### src/rtl/mac_operand_feeder.sv
// Operand FIFO and sequencer for the 8x8 MAC: issues one pair per cycle, drains, captures the dot product, clears.
// Build macro MAC_FEED_LEN_GUARD_EN: force-terminate vectors at MAX_LEN pairs and flag dot_ovf.
module mac_operand_feeder #(
    parameter int DEPTH   = 4,
    parameter int MAC_LAT = 1,
    parameter int MAX_LEN = 64
) (
    input  logic        clk_i,
    input  logic        rst_i,
    input  logic        in_valid_i,
    output logic        in_ready_o,
    input  logic [7:0]  in_a_i,
    input  logic [7:0]  in_b_i,
    input  logic        in_last_i,
    output logic [7:0]  mac_a_o,
    output logic [7:0]  mac_b_o,
    output logic        mac_clr_o,
    input  logic [21:0] mac_result_i,
    output logic        dot_valid_o,
    output logic [21:0] dot_result_o,
    output logic [6:0]  dot_len_o,
    output logic        dot_ovf_o
);
    // state | meaning
    // RUN   | pop one pair per cycle while the FIFO holds data, bubbles otherwise
    // DRAIN | MAC_LAT+1 idle cycles so the last product lands, capture on the final edge
    // CLEAR | mac_clr high for one cycle; may already pop the next vector's first pair

    localparam int AW = $clog2(DEPTH);
    localparam int DW = $clog2(MAC_LAT + 2);
    localparam logic [AW:0]   PTR_ONE    = 1;
    localparam logic [DW-1:0] DRAIN_ONE  = 1;
    localparam logic [DW-1:0] DRAIN_LOAD = DW'(MAC_LAT);
    localparam logic [6:0]    MAX_LEN_C  = 7'(MAX_LEN);
`ifdef MAC_FEED_LEN_GUARD_EN
    localparam logic GUARD_EN = 1'b1;
`else
    localparam logic GUARD_EN = 1'b0;
`endif

    typedef enum logic [1:0] {S_RUN, S_DRAIN, S_CLEAR} state_t;

    state_t        state_q, state_d;
    logic [16:0]   mem_q [DEPTH];
    logic [AW:0]   wr_ptr_q, rd_ptr_q;
    logic [6:0]    cnt_q, cnt_d, cnt_base, cnt_inc;
    logic [DW-1:0] drain_q, drain_d;
    logic          ovf_pend_q, ovf_pend_d;
    logic [7:0]    mac_a_q, mac_a_d, mac_b_q, mac_b_d;
    logic          mac_clr_q, mac_clr_d;
    logic          dot_valid_q, dot_valid_d, dot_ovf_q, dot_ovf_d;
    logic [21:0]   dot_result_q, dot_result_d;
    logic [6:0]    dot_len_q, dot_len_d;
    logic          full, empty, push, pop, len_hit;
    logic [16:0]   head;

    assign empty      = (wr_ptr_q == rd_ptr_q);
    assign full       = (wr_ptr_q[AW] != rd_ptr_q[AW]) && (wr_ptr_q[AW-1:0] == rd_ptr_q[AW-1:0]);
    assign in_ready_o = rst_i && !full;
    assign push       = in_valid_i && in_ready_o;
    assign head       = mem_q[rd_ptr_q[AW-1:0]];
    assign cnt_base   = (state_q == S_CLEAR) ? 7'd0 : cnt_q;
    assign cnt_inc    = cnt_base + 7'd1;
    assign len_hit    = GUARD_EN && (cnt_inc == MAX_LEN_C);

    always_comb begin
        state_d      = state_q;
        cnt_d        = cnt_q;
        drain_d      = drain_q;
        ovf_pend_d   = ovf_pend_q;
        pop          = 1'b0;
        mac_a_d      = 8'd0;
        mac_b_d      = 8'd0;
        mac_clr_d    = 1'b0;
        dot_valid_d  = 1'b0;
        dot_result_d = dot_result_q;
        dot_len_d    = dot_len_q;
        dot_ovf_d    = dot_ovf_q;
        case (state_q)
            S_RUN, S_CLEAR: begin
                // The MAC clears on the edge that leaves CLEAR, so a pair popped there starts from zero.
                state_d = S_RUN;
                cnt_d   = cnt_base;
                if (!empty) begin
                    pop     = 1'b1;
                    mac_a_d = head[15:8];
                    mac_b_d = head[7:0];
                    cnt_d   = (&cnt_base) ? cnt_base : cnt_inc;
                    if (head[16] || len_hit) begin
                        state_d    = S_DRAIN;
                        drain_d    = DRAIN_LOAD;
                        ovf_pend_d = len_hit && !head[16];
                    end
                end
            end
            S_DRAIN: begin
                if (drain_q == '0) begin
                    state_d      = S_CLEAR;
                    mac_clr_d    = 1'b1;
                    dot_valid_d  = 1'b1;
                    dot_result_d = mac_result_i;
                    dot_len_d    = cnt_q;
                    dot_ovf_d    = ovf_pend_q;
                end else begin
                    drain_d = drain_q - DRAIN_ONE;
                end
            end
            default: state_d = S_CLEAR;
        endcase
    end

    always_ff @(posedge clk_i) begin
        if (!rst_i) begin
            state_q      <= S_CLEAR;
            wr_ptr_q     <= '0;
            rd_ptr_q     <= '0;
            cnt_q        <= '0;
            drain_q      <= '0;
            ovf_pend_q   <= 1'b0;
            mac_a_q      <= '0;
            mac_b_q      <= '0;
            mac_clr_q    <= 1'b1;
            dot_valid_q  <= 1'b0;
            dot_result_q <= '0;
            dot_len_q    <= '0;
            dot_ovf_q    <= 1'b0;
        end else begin
            state_q      <= state_d;
            cnt_q        <= cnt_d;
            drain_q      <= drain_d;
            ovf_pend_q   <= ovf_pend_d;
            mac_a_q      <= mac_a_d;
            mac_b_q      <= mac_b_d;
            mac_clr_q    <= mac_clr_d;
            dot_valid_q  <= dot_valid_d;
            dot_result_q <= dot_result_d;
            dot_len_q    <= dot_len_d;
            dot_ovf_q    <= dot_ovf_d;
            if (push) wr_ptr_q <= wr_ptr_q + PTR_ONE;
            if (pop)  rd_ptr_q <= rd_ptr_q + PTR_ONE;
        end
    end

    always_ff @(posedge clk_i) begin
        if (push) mem_q[wr_ptr_q[AW-1:0]] <= {in_last_i, in_a_i, in_b_i};
    end

    assign mac_a_o      = mac_a_q;
    assign mac_b_o      = mac_b_q;
    assign mac_clr_o    = mac_clr_q;
    assign dot_valid_o  = dot_valid_q;
    assign dot_result_o = dot_result_q;
    assign dot_len_o    = dot_len_q;
    assign dot_ovf_o    = dot_ovf_q;

endmodule

### config.mk
export PLATFORM = sky130hd
export DESIGN_NAME = mac_operand_feeder
export DESIGN_NICKNAME = d
export VERILOG_FILES = /design/src/rtl/mac_operand_feeder.sv
export SDC_FILE = /design/constraint.sdc
export NUM_CORES = 1
export LEC_CHECK = 0
export ABC_AREA = 1
export CAP_MARGIN = 10
export CORE_MARGIN = 1
export CORE_UTILIZATION = 40
export DETAILED_ROUTE_END_ITERATION = 6
export DONT_BUFFER_PORTS = 1
export GPL_TIMING_DRIVEN = 0
export SLEW_MARGIN = 10
export SYNTH_ARGS = -nofsm -noshare
export SYNTH_HDL_FRONTEND = slang
export SYNTH_SLANG_ARGS = --single-unit
export TNS_END_PERCENT = 10
### constraint.sdc
create_clock -name clk_i -period 2.3 [get_ports clk_i]
set_input_delay 0.23 -clock clk_i [delete_from_list [all_inputs] [get_ports clk_i]]
set_output_delay 0.23 -clock clk_i [all_outputs]
set_load 0.02 [all_outputs]
==> results.md <==
* Drt initial violations at 269
* Power per cell area at 1100 mW/mm^2
* Vias in the first global route at 3583
* Status: completed
* Setup violators final at 0
* Post-Synthesis Net Count at 546
* GR Overflow Total at 0
* Setup Fix Bufs, Post-CTS at 0
* Post-synth design cell area at 0.00512 sq mm
* Die height at 115 um
* DRC at 0
* DRT Pass-1 Iters at 4
* Yosys reg bits at 134
* Hpwl dp at 7140 um
* CTS max path bufs at 2
* Share of layout cells above drive strength 1 at 14.3%
* Core area at 0.0123 sq mm
* Setup TNS at 0 ps
* Total Power at 7.03 mW
* Worst setup SP type: register
* Final Hold Slack at 29.4 ps
* Std cell rows at 40
* Worst Path Arrival at 2150 ps
* DRT antenna net count at 0
* Area after DPL at 0.00540 sq mm
* Final RePlAce weighted congestion at 0.829
* Total CTS buffers at 17
* IO buf count at 0
* Vias at 3520
* Ys Warns at 0
* Share of the synthesized area in the top cell type at 39.8%
* Distinct cells, synth at 32
* Largest net degree at the start of global routing at 17
* Post-synth top area cell: edfxtp_1
* Clock root buffer master: clkbuf_16
* Cell area after layout at 0.00637 sq mm
* RSZ-0062 raised after global routing: false
* Syn-to-layout area delta at 24.4%
* Antenna Cells at 0
* Min cycle time layout at 2030 ps
* Maxcap violations at 0
* Worst hold stages at 2
* Vias per cell at 4.76
* Lkg Pwr at 2.51 nW
* CTS resizes at 0
* CTS tree: built
* Crit-path max FO at 9
* Initial antenna violation count at 0
* Total Nets Final at 608
* Crit end category: register
* Clock Latency Late Sink at 410 ps
* F_max at 492 MHz
* Final max-slew violation count at 0
* Seq/Total Area, Yosys at 65.6%
* Least-Margin Pin Slew at 564 ps
* Cells after synthesis at 497
* First-pass GRT wire length at 17700 um
* Avg Inst Size Synth at 10.3 sq um
* DRT Wirelength at 10900 um
* Worst vdd ir at 0.512 mV
* Slew margin rel. at 62.4%
* Initial core utilization at 41.8%
* Die width at 115 um
* H-tree levels at 4
* Period utilisation layout at 88.4%
* Total GRT Usage at 18.3%
* Sinks on Clock Net at 134
* Num ports at 91
* Critical path class: register to register
* HP Class: input port to register
* Data required, critical path at 2420 ps
* Die area at 0.0133 sq mm
* Routed len/inst at 14.7 um
* Final hold viol count at 0
* Final Core Density at 52.0%
* Worst reg2reg path depth at 7
* Largest cells by area after synthesis: edfxtp_1, dfxtp_1, nand2_1
* CTS clk-pin slew, worst paths at 50 ps
* Final Skew at 8.19 ps
metrics by stage:
step,worst slack (ps),instances
after floorplan,318,497
after global placement,-403,665
after detailed placement,233,669
after CTS,223,740
after global routing,82.3,740
final,266,740
layer usage:
metal | global-route usage [%] | part of all wire, % | wire, um | vias to the layer above
met4 | 8.14 | 0.95 | 103 | 0
met2 | 30.8 | 51 | 5520 | 100
li1 | - | - | - | 1782
met1 | 20.4 | 42 | 4570 | 1627
met5 | 0 | 0 | 0 | -
met3 | 7.33 | 6.3 | 688 | 11
worst paths after layout:
check              startpoint          end  slack [ps]
setup / recovery  wr_ptr_q[0]  mem_q[2][0]         270
hold / removal          rst_i   mac_b_o[6]          30
setup reg to reg  wr_ptr_q[0]  mem_q[2][0]         270
hold reg to reg    drain_q[1]   drain_q[1]         460
cell usage after synthesis:
master	n
ha_1	7
nor2_2	1
nor2_4	3
nand3_1	38
conb_1	1
o31ai_1	1
nor2_1	84
nand2_2	2
edfxtp_1	68
nand2_4	3
o21ai_1	7
nor3_2	1
nand3b_1	1
clkinv_4	1
clkinv_1	1
clkbuf_1	6
inv_2	9
buf_6	3
buf_2	11
a21oi_2	10
dfxtp_1	66
inv_1	24
nand2_1	85
buf_4	2
nand4_2	1
nand3_2	2
o21a_1	1
o22ai_1	1
nand4_1	2
a21oi_1	16
o21ai_0	38
nand3b_4	1
worst max-delay path, cell delays in order (launching register included):
cell	delay [ps]
dfxtp_1	400
inv_2	80
nand2_1	80
nand2_2	60
nand3b_1	150
nand3_2	220
nor2_2	500
buf_6	240
state kept, by name, summed over array words and instances, names as in the netlist, 3 cells and up, named ones only:
signal        flops
mem_q            68
dot_result_o     22
mac_a_o           8
mac_b_o           8
cnt_q             7
dot_len_o         7
rd_ptr_q          3
wr_ptr_q          3
area by class of cell:
| cell class | instances | area [sq um] |
|---|---|---|
| Buffer | 22 | 126 |
| Clock buffer | 30 | 547 |
| Clock inverter | 2 | 35.0 |
| Fill cell | 1077 | 5890 |
| Inverter | 35 | 136 |
| Multi-Input combinational cell | 306 | 1510 |
| Sequential cell | 134 | 3360 |
| Tap cell | 168 | 210 |
| Timing Repair Buffer | 43 | 447 |
report_power, final:
part / total, mW / switching [mW] / internal, mW
clock: 2.61 / 0.904 / 1.70
sequential: 3.07 / 0.303 / 2.76
combinational: 1.36 / 0.917 / 0.444
layout by cell type (no fill, tap or decap), types with 2 or more instances in the layout:
master / synthesis / final
edfxtp_1: 68 / 68
o21ai_1: 7 / 7
nor2_4: 3 / 3
buf_2: 11 / 11
nor2_1: 84 / 80
nand3_1: 38 / 38
a21oi_1: 16 / 16
o21ai_0: 38 / 38
a21oi_2: 10 / 10
inv_1: 24 / 24
nand3_2: 2 / 2
clkbuf_16: 0 / 19
nand2_2: 2 / 2
buf_4: 2 / 2
nor2_2: 1 / 5
clkbuf_8: 0 / 3
dfxtp_1: 66 / 66
nand4_1: 2 / 2
ha_1: 7 / 7
nand2_4: 3 / 3
nand2_1: 85 / 85
clkbuf_1: 6 / 14
buf_6: 3 / 4
inv_2: 9 / 9
buf_8: 0 / 3
dlygate4sd3_1: 0 / 39
repair_timing:
action / in CTS / in global routing
endpoints found under the setup margin: 0 / 0
hold endpoints to repair: 90 / 0
hold buffers: 39 / 0
kinds of logic after synthesis:
family	count (synthesis)	share of synthesized area (%)
AND/OR/NAND/NOR	224	19.4
buffers and inverters	57	5.13
AO/OA/AOI/OAI	74	8.08
other	1	0.0732
adder cells (fa/ha/maj)	7	1.71
flip-flops	134	65.6
Note: power is estimated with default switching activity, not from simulation.
